### src/rtl/jtsbaskt_sndcmd.sv
// Main-to-sound command transmitter: buffers main CPU writes in a small FIFO and
// sends each byte as a latch strobe followed by an IRQ pulse, then waits for the sound CPU.
module jtsbaskt_sndcmd #(
    parameter int AW    = 2,
    parameter int ONLEN = 4,
    parameter int TW    = 10
) (
    input  logic       clk,
    input  logic       rst,
    input  logic       cen,
    input  logic       cmd_we,
    input  logic [7:0] main_dout,
    input  logic       snd_ack,
    output logic [7:0] snd_dout,
    output logic       m2s_data,
    output logic       m2s_on,
    output logic       busy,
    output logic       full,
    output logic       empty,
    output logic       ovf,
    output logic       tout
);

    localparam int          DEPTH   = 1 << AW;
    localparam logic [AW:0] DEPTH_C = (AW+1)'(DEPTH);
    localparam int          OW      = (ONLEN > 1) ? $clog2(ONLEN) : 1;
    // Timeout fires on the cen tick that would take tcnt to all-ones
    localparam logic [TW-1:0] TLAST = {{(TW-1){1'b1}}, 1'b0};

    typedef enum logic [2:0] {IDLE, LOAD, STB, TRIG, WAIT} state_t;

    state_t          st, st_nx;
    logic [7:0]      mem [DEPTH];
    logic [AW-1:0]   wr_ptr, rd_ptr;
    logic [AW:0]     cnt, cnt_nx;
    logic            push, pop;
    logic [OW-1:0]   on_cnt;
    logic [TW-1:0]   tcnt;
    logic            tlast;

    assign push  = cmd_we & ~full;
    assign pop   = (st == LOAD);
    assign tlast = cen && (tcnt == TLAST);

    always_comb begin
        cnt_nx = cnt;
        if (push && !pop)
            cnt_nx = cnt + 1'b1;
        else if (!push && pop)
            cnt_nx = cnt - 1'b1;
    end

    always_ff @(posedge clk) begin
        if (push)
            mem[wr_ptr] <= main_dout;
    end

    always_ff @(posedge clk or posedge rst) begin
        if (rst) begin
            wr_ptr <= '0;
            rd_ptr <= '0;
            cnt    <= '0;
            full   <= 1'b0;
            empty  <= 1'b1;
            ovf    <= 1'b0;
        end else begin
            if (push)
                wr_ptr <= wr_ptr + 1'b1;
            if (pop)
                rd_ptr <= rd_ptr + 1'b1;
            cnt   <= cnt_nx;
            full  <= (cnt_nx == DEPTH_C);
            empty <= (cnt_nx == '0);
            if (cmd_we && full)
                ovf <= 1'b1;
        end
    end

    always_comb begin
        st_nx = st;
        case (st)
            IDLE: if (!empty) st_nx = LOAD;
            LOAD: st_nx = STB;
            STB:  st_nx = TRIG;
            TRIG: if (on_cnt == '0) st_nx = WAIT;
            // An ack takes priority over a simultaneous timeout
            WAIT: if (snd_ack || tlast) st_nx = IDLE;
            default: st_nx = IDLE;
        endcase
    end

    always_ff @(posedge clk or posedge rst) begin
        if (rst) begin
            st       <= IDLE;
            snd_dout <= 8'd0;
            on_cnt   <= '0;
            tcnt     <= '0;
            tout     <= 1'b0;
        end else begin
            st <= st_nx;
            case (st)
                LOAD: snd_dout <= mem[rd_ptr];
                STB:  on_cnt <= OW'(ONLEN - 1);
                TRIG: if (on_cnt != '0) on_cnt <= on_cnt - 1'b1;
                WAIT: begin
                    if (snd_ack) begin
                        tcnt <= '0;
                    end else if (tlast) begin
                        tout <= 1'b1;
                        tcnt <= '0;
                    end else if (cen) begin
                        tcnt <= tcnt + 1'b1;
                    end
                end
                default: ;
            endcase
        end
    end

    assign m2s_data = (st == STB);
    assign m2s_on   = (st == TRIG);
    assign busy     = (st != IDLE);

endmodule
### config.mk
export PLATFORM = sky130hd
export DESIGN_NAME = jtsbaskt_sndcmd
export DESIGN_NICKNAME = d
export VERILOG_FILES = /design/src/rtl/jtsbaskt_sndcmd.sv
export SDC_FILE = /design/constraint.sdc
export NUM_CORES = 1
export LEC_CHECK = 0
export CORE_MARGIN = 2
export CORE_UTILIZATION = 45
export CTS_CLUSTER_SIZE = 12
export DETAILED_ROUTE_END_ITERATION = 10
export PLACE_DENSITY = 0.68
export SYNTH_ARGS = -nofsm -noshare
export SYNTH_HDL_FRONTEND = slang
export SYNTH_SLANG_ARGS = --single-unit
### constraint.sdc
create_clock -name clk -period 1.6 [get_ports clk]
set_input_delay 0.24 -clock clk [delete_from_list [all_inputs] [get_ports clk]]
set_output_delay 0.24 -clock clk [all_outputs]
set_load 0.01 [all_outputs]
## After elaboration in Yosys (flattened, before gate mapping)

Memory sizes are Yosys's and may differ from the RTL's. A register that Yosys moved wholly into a read port is not among the register bits.
Cells that the tools add are included.

| word-level totals | value |
|---|---|
| register bits after elaboration | 26 |
| bits in latches | 0 |
| RAM bits | 32 |
| ROM bits | 0 |
| input port bits | 13 |
| output and inout port bits | 15 |
| logic and storage cells | 61 |
| memories | 1 |

Memory list:

| memory | depth | width | rd ports | clocked after memory_dff | wr ports | RTL line | text |
|---|---|---|---|---|---|---|---|
| mem | 4 | 8 | 1 | 1 | 1 | 33 | `logic [7:0] mem [DEPTH];` |

| cells by class | value |
|---|---|
| add/subtract/negate cells | 6 |
| multipliers | 0 |
| div/mod/pow operators | 0 |
| $lt $le $gt $ge | 0 |
| eq/ne operators | 10 |
| shifts and indexed selects | 0 |
| mux-type cells | 13 |
| bitwise gates (word level) | 3 |
| reductions and logical operators | 18 |

Operators by type and width:

| cell | count |
|---|---|
| $mux W10 | 3 |
| $mux W3 | 5 |
| $pmux W3 S5 | 1 |
| $add A10 B1 Y10 const B | 1 |
| $eq A10 B10 Y1 const B | 1 |
| $eq A3 B2 Y1 const B | 2 |
| $eq A3 B3 Y1 const B | 2 |
| $logic_not A3 Y1 | 2 |
| $reduce_and A3 Y1 | 2 |
| $reduce_bool A3 Y1 | 2 |
| $add A2 B1 Y2 const B | 2 |
| $logic_and A1 B1 Y1 | 4 |
| $ne A2 B1 Y1 const B | 2 |
| $ne A2 B2 Y1 const B | 2 |
| $pmux W2 S2 | 1 |
| $reduce_and A2 Y1 | 2 |
| $reduce_bool A2 Y1 | 2 |
| $add A3 B1 Y3 const B | 1 |
| $eq A3 B1 Y1 const B | 1 |
| $sub A3 B1 Y3 const B | 1 |
| $logic_not A1 Y1 | 2 |
| $logic_not A2 Y1 | 1 |
| $mux W1 | 2 |
| $mux W2 | 1 |
| other kinds (4) | 5 |

## Logic depth before layout (Yosys ltp)

Gate-level depths: netlist of the first run.

| depth | value |
|---|---|
| word-level depth | 7 |
| depth in mapped cells | 6 |
| gate-level depth less buffers | 6 |

## Worst setup path before layout of the first run

No wires, ideal clock.

| timing | value |
|---|---|
| path type | register to register |
| start | register st[1] |
| end | register full |
| setup time | 0.087 ns |
| data arrival time | 1.540 ns |
| required time | 1.513 ns |
| setup slack | -0.027 ns |
| stages on the path, launching flop included | 6 |
| buffers on the path | 1 |
| period minus slack after synthesis | 1.627 ns |
| cells stage by stage | dfrtp_1 > buf_6 > nor3b_4 > nor2_2 > or4_4 > a211oi_2 |

| on the way | value |
|---|---|
| cells in the longest elaborated chain, start to end | 5 |
| elaborated cells on any way between the ends | 7 |
| those cells by class | eq/ne: 2; mux: 2; reduce/logical: 3 |

RTL lines:

| element | RTL line | text |
|---|---|---|
| start, declared | 32 | `state_t st, st_nx;` |
| start signal, assigned | 100 | `st <= st_nx;` |
| $eq A3 B1 Y1 (*) | 42 | `assign pop = (st == LOAD);` |
| $logic_and A1 B1 Y1 / $logic_not A1 Y1 (equally long branches) | 49, 47 |  |
| $mux W3 / $logic_and A1 B1 Y1 (equally long branches) | 49, 47 |  |
| $mux W3 (*) | 47 | `if (push && !pop)` |
| $eq A3 B3 Y1 (*) | 72 | `full <= (cnt_nx == DEPTH_C);` |
| end signal, assigned | 72 |  |
| end, declared | 18 | `output logic full,` |

Every way passes the cells marked *; elsewhere a longest branch is shown, timed or not.
A chain may end at the register's enable or synchronous reset.

## Worst setup path after layout of the first run

| timing | value |
|---|---|
| start | register st[2] |
| end | register full |

The elaborated chain is that of the path after synthesis.

==> results of run 1 <==
## worst min-delay path, stage by stage
cell and delay, ps:
clkdlybuf4s50_1 390, inv_1 90, buf_12 210
## registers in the layout, indices dropped and copies added, names as in the netlist
name      flops
ovf           1
st            3
cnt           3
mem          32
rd_ptr        2
empty         1
full          1
on_cnt        2
tcnt         10
tout          1
wr_ptr        2
snd_dout      8
## cell families after synthesis
group / count (synthesis) / share of synthesized area
buffers and inverters: 17 / 0.0267
muxes: 16 / 0.0929
and+or+nand+nor: 62 / 0.124
xor gates and xnor gates: 9 / 0.0271
adders and majority gates: 9 / 0.0387
DFF: 66 / 0.623
AOI/OAI and AO/OA: 26 / 0.0671
## per-layer routing
layer	up-vias	GRT usage	wire length, um
met5	-	0	0
met4	0	0.0693	80
met3	10	0.0521	243
met2	35	0.286	2920
met1	932	0.202	2350
li1	920	-	-
## final cells by class
class | instances | area (um^2) | area share
inverters | 11 | 41.3 | 0.0103
flip-flops and latches | 66 | 1820 | 0.454
clock buffers | 10 | 138 | 0.0344
well taps | 77 | 96.3 | 0.0241
clock inverters | 6 | 114 | 0.0285
repair buffers | 76 | 699 | 0.175
multi-input cells | 122 | 1090 | 0.273
## stage by stage
step | setup TNS, ps | total power, uW | utilization
finish | -384 | 6940 | 0.633
global route | -1360 | 7330 | 0.633
CTS | -323 | 6730 | 0.614
detailed placement | -3220 | 4930 | 0.565
global placement | -2990 | 4850 | 0.565
floorplan | 0 | 3860 | -
## worst min path at each step
stage	start	to	slack, ps	cells after the start
final	rst	st[2]	230	3
after global placement	ovf	ovf	440	1
after floorplan	snd_ack	tout	340	1
after detailed placement	ovf	ovf	450	1
after CTS	rst	tcnt[3]	240	3
after global routing	rst	st[2]	250	3
## what timing repair did
item                                    4_1_cts  5_1_grt
setup buffers                                 7        6
pin swaps                                     2        6
endpoints found under the setup margin       10       25
gates resized for setup                      15       22
## power breakdown
| group | leakage, uW | total, uW | internal [uW] | switching, uW |
|---|---|---|---|---|
| clock network | 0.000119 | 1720 | 1080 | 643 |
| registers | 0.000698 | 2560 | 2260 | 295 |
| logic | 0.000852 | 2660 | 1570 | 1090 |
| total | 0.00167 | 6940 | 4920 | 2020 |
## layout by cell type, fill, tap and decap left out, types with 6 or more instances in the layout
cell type         n
clkdlybuf4s50_1  22
clkbuf_8         10
ha_1              9
mux4_2            8
xor2_1            6
mux2_2            8
nand2_1           8
inv_1            11
edfxtp_1         32
buf_6             7
dfrtp_1          31
buf_4            39
nor2_1           12
==> flow_metrics.py, run 1 <==
metrics = {
    "status": {
        "status": "finished with violations",
        "violations": "setup timing",
    },
    "placed_design": {
        "dp_cells": 340,
        "dp_slack_ps": -167,
        "dp_hpwl_um": 3740,
        "port_buffers": 27,
        "gp_congestion": 0.764,
        "placedInstanceArea_um2": 3570,
    },
    "critical_path": {
        "crit_type": "reg2reg",
        "crit_end": "full",
        "r2r_slack_ps": -150,
        "worstReg2RegEnd": "full",
        "worstSetupEndpointType": "register",
        "cp-startpoint": "st[2]",
        "cp_cell_sequence": "buf_6 > nor3b_4 > nor2_2 > or4_4 > a211oi_2",
        "critPathArrivalTime_ps": 2000,
        "path_depth": 5,
        "r2r_start": "st[2]",
        "cp_max_fo": 4,
        "slowest_delay_ps": 540,
        "critPathTopFamily": "simple AND/OR/NAND/NOR gates",
        "path_buf_inv": 1,
        "cp_slowest_cell": "or4_4",
        "start_kind": "register",
        "r2r_cells": 5,
        "cp.required_ps": 1860,
    },
    "clocking": {
        "cts_root_buf": "clkbuf_8",
        "cts_made_buffers": 9,
        "cts_buffer_depth": 2,
        "cts_tree": "done",
        "cts.clk_slew.worst_paths_ps": 80,
        "cts_sinks": 66,
        "clock_latency_ps": 340,
        "cts_max_level": 3,
        "hold_buffers": 0,
    },
    "route": {
        "num_vias": 1897,
        "dr.pass1.iters": 4,
        "wl_um": 5600,
        "drtIter0Drc": 66,
        "wire_per_inst_um": 15.2,
        "ant_nets": 0,
        "route.detailed.drc": 0,
        "routed_via_density": 5.15,
    },
    "synthesis": {
        "synth.top_cells.by_area": "edfxtp_1, dfrtp_1, mux4_2, ha_1, mux2_2",
        "avgSynthCellArea_um2": 14.2,
        "synth_top_area_frac": 0.330,
        "synth-async-reset-ratio": 0.515,
        "synth_largest_area_cell": "edfxtp_1",
        "syn_nets": 227,
        "synth_ff_type": "dfrtp_1",
        "synth_cells": 205,
        "synth-seq-cells": 66,
        "synth-edff-count": 32,
        "post-synth-top-count-cell": "dfrtp_1",
        "yosys-top-cells-count": "dfrtp_1, edfxtp_1, nor2_1, inv_1, ha_1",
        "yosysSeqAreaShare": 0.623,
        "ys_types": 49,
        "ys_warn_count": 0,
        "synth_area_um2": 2910,
    },
    "global_route": {
        "grt_first_pass_wirelength_um": 9330,
        "grt_pass1_vias": 1948,
        "grt-ovfl-total": 0,
        "antenna_found_initial": 0,
        "grt_max_degree": 35,
        "grt_usage": 0.169,
    },
    "timing": {
        "fin_skew_ps": 8.82,
        "rsz0062_at_grt": "true",
        "post-route-period-util": 1.09,
        "hold_ws_ps": 227,
        "final_hold_viol_count": 0,
        "fin_crit_ps": 1750,
        "slew_violations": 0,
        "relSlewSlack": 0.725,
        "tightestPinTransition_ps": 412,
        "fmax_mhz": 573,
        "postLayoutSetupSlackWorst_ps": -146,
        "setup_viol": 4,
    },
    "finish": {
        "nNetsFinal": 308,
        "area_growth_pct": 37.4,
        "drive_gt1_frac": 0.364,
        "layout.cells.non_filler": 368,
        "fillers": 488,
        "finish.instance_area_um2": 4000,
        "antennaDiodeCount": 0,
    },
    "floorplanning": {
        "dieArea_um2": 7120,
        "die_h_um": 84.4,
        "die_x_um": 84.4,
        "initial_utilization": 0.461,
        "row_count": 29,
        "pin_count": 28,
        "fp.coreArea_um2": 6310,
    },
    "pwr": {
        "peakVddDrop_uv": 1000,
        "p_leak_uw": 0.00167,
        "power.density_nw_per_um2": 1740,
    },
    "job": {
        "cap_violations": 0,
    },
    "hold_path": {
        "hp-class": "in2async",
    },
}
Power figures use the tool's default switching activity.
==> run 2: changes to the inputs <==
Settings changed: CORE_MARGIN 2 to default, SKIP_CTS_REPAIR_TIMING from default to 1, SKIP_LAST_GASP from default to 1.
==> run 2 against run 1 <==
Core utilization up 4.1 points; combinational power increased by 5%; the run still ends with setup timing left; worst setup slack improved by 36 ps; design area grew 2.3%; global-route usage is 0.98 points higher; via count is 1.8% higher; first-iteration DRC count is 4.5% higher; sequential cell count unchanged; wire length is 2.4% higher; sequential share of layout area down 1.0 points; clock-buffer cell count decreased by 1; cell count grew 1.1%.
==> flow_metrics.py, run 2 (synthesis results as in run 1) <==
metrics = {
    "timing": {
        "setup_viol": 6,
        "post-route-period-util": 1.07,
        "final_hold_viol_count": 0,
        "relSlewSlack": 0.729,
        "postLayoutSetupSlackWorst_ps": -110,
        "tns_ps": -299,
        "tightestPinTransition_ps": 406,
        "fin_skew_ps": 8.03,
        "fin_crit_ps": 1710,
        "rsz0062_at_grt": "true",
        "hold_ws_ps": 251,
        "slew_violations": 0,
        "fmax_mhz": 585,
    },
    "placed_design": {
        "placedInstanceArea_um2": 3580,
        "gp_congestion": 0.797,
        "port_buffers": 27,
        "dp_hpwl_um": 3690,
    },
    "critical_path": {
        "r2r_cells": 5,
        "worstSetupEndpointType": "register",
        "r2r_start": "st[1]",
        "cp_cell_sequence": "buf_6 > nor3b_4 > nor2_2 > or4_4 > a211oi_2",
        "cp.required_ps": 1850,
        "cp_slowest_cell": "dfrtp_2",
        "cp_max_fo": 4,
        "start_kind": "register",
        "crit_type": "reg2reg",
        "slowest_delay_ps": 440,
        "cp-startpoint": "st[1]",
        "critPathArrivalTime_ps": 1960,
    },
    "status": {
        "violations": "setup timing",
        "status": "finished with violations",
    },
    "route": {
        "drtIter0Drc": 69,
        "wl_um": 5730,
        "route.detailed.drc": 0,
        "dr.pass1.iters": 4,
        "num_vias": 1932,
        "wire_per_inst_um": 15.4,
        "ant_nets": 0,
        "routed_via_density": 5.19,
    },
    "clocking": {
        "cts_max_level": 3,
        "cts_tree": "done",
        "clock_latency_ps": 330,
        "cts_sinks": 66,
        "cts_root_buf": "clkbuf_8",
        "cts_made_buffers": 9,
        "cts.clk_slew.worst_paths_ps": 80,
        "cts_buffer_depth": 2,
    },
    "pwr": {
        "combPwrFrac": 0.405,
        "peakVddDrop_uv": 1060,
        "p_leak_uw": 0.00175,
        "clockPowerShare": 0.224,
        "p_seq_frac": 0.371,
        "p_switching_uw": 2110,
        "swShare": 0.305,
        "cellInternalPower_uw": 4810,
        "power.density_nw_per_um2": 1690,
    },
    "global_route": {
        "grt_usage": 0.179,
        "grt_pass1_vias": 1895,
        "grt_first_pass_wirelength_um": 8770,
        "grt-ovfl-total": 0,
        "antenna_found_initial": 0,
        "grt_max_degree": 35,
    },
    "floorplanning": {
        "pin_count": 28,
        "row_count": 28,
        "dieArea_um2": 6790,
        "die_x_um": 82.4,
        "die_h_um": 82.4,
        "fp.coreArea_um2": 6060,
        "initial_utilization": 0.480,
    },
    "finish": {
        "area_growth_pct": 40.5,
        "largestRegisters": "mem: 32 flops, tcnt: 10 flops, snd_dout: 8 flops",
        "final_common_cell": "buf_4",
        "drive_gt1_frac": 0.377,
        "finish.instance_area_um2": 4090,
        "top_register": "mem",
        "largest_reg_flops": 32,
        "final_cell_mix": "buf_4, edfxtp_1, dfrtp_1, clkdlybuf4s50_1, inv_1",
        "nNetsFinal": 314,
        "antennaDiodeCount": 0,
    },
    "hold_path": {
        "hp-class": "in2async",
    },
    "job": {
        "cap_violations": 0,
    },
}
-- run 2: cell count changes in the layout (fill, tap and decap cells not counted), moves of 3 or more --
cell,before,now
buf_4,39,44
mux2_2,8,3
dlymetal6s2s_1,0,5
mux2_4,0,5
inv_6,0,3
-- run 2: power by group through the flow --
stage	registers [uW]	logic [uW]	clock network, uW
final	2570	2800	1550
after global routing	2620	3060	1650
after CTS	2570	2350	1590
after detailed placement	2600	2330	0
after global placement	2580	2280	0
after floorplan	2540	1320	0
-- run 2: worst paths after layout --
| kind | to | slack (ps) |
|---|---|---|
| setup / recovery | full | -110 |
| hold / removal | tcnt[9] | 250 |
| setup reg to reg | full | -110 |
| hold reg to reg | st[1] | 460 |
| max in group asynchronous | empty | 1110 |
| min in group clk | st[1] | 460 |
-- run 2: through the flow --
step           cells  total power [uW]  worst slack (ps)   util
3_3_place_gp     342              4860              -116  0.591
5_1_grt          372              7330              -195  0.674
6_report         372              6920              -110  0.674
2_1_floorplan    205              3860              18.9      -
3_5_place_dp     342              4930              -218  0.591
4_1_cts          358              6510              -426  0.628
-- run 2: final cells by class --
class | count | area [um^2]
repair buffers | 82 | 781
well taps | 75 | 93.8
inverters | 11 | 41.3
flip-flops and latches | 66 | 1820
multi-input cells | 122 | 1130
clock inverters | 7 | 98.8
clock buffers | 9 | 124
fillers | 436 | 1970
-- run 2: worst max-delay path: cells and delay by family (launching register included) --
kind | cells | cell delay, ps
buf+inv | 1 | 130
flops | 1 | 440
simple gates | 3 | 830
compound gates | 1 | 220
-- run 2: per-layer routing --
metal  GRT usage  wire [um]  vias up
met2       0.317       3050       36
met5           0          0        -
met4      0.0491         66        0
met1       0.203       2420      953
li1            -          -      937
met3      0.0637        190        6
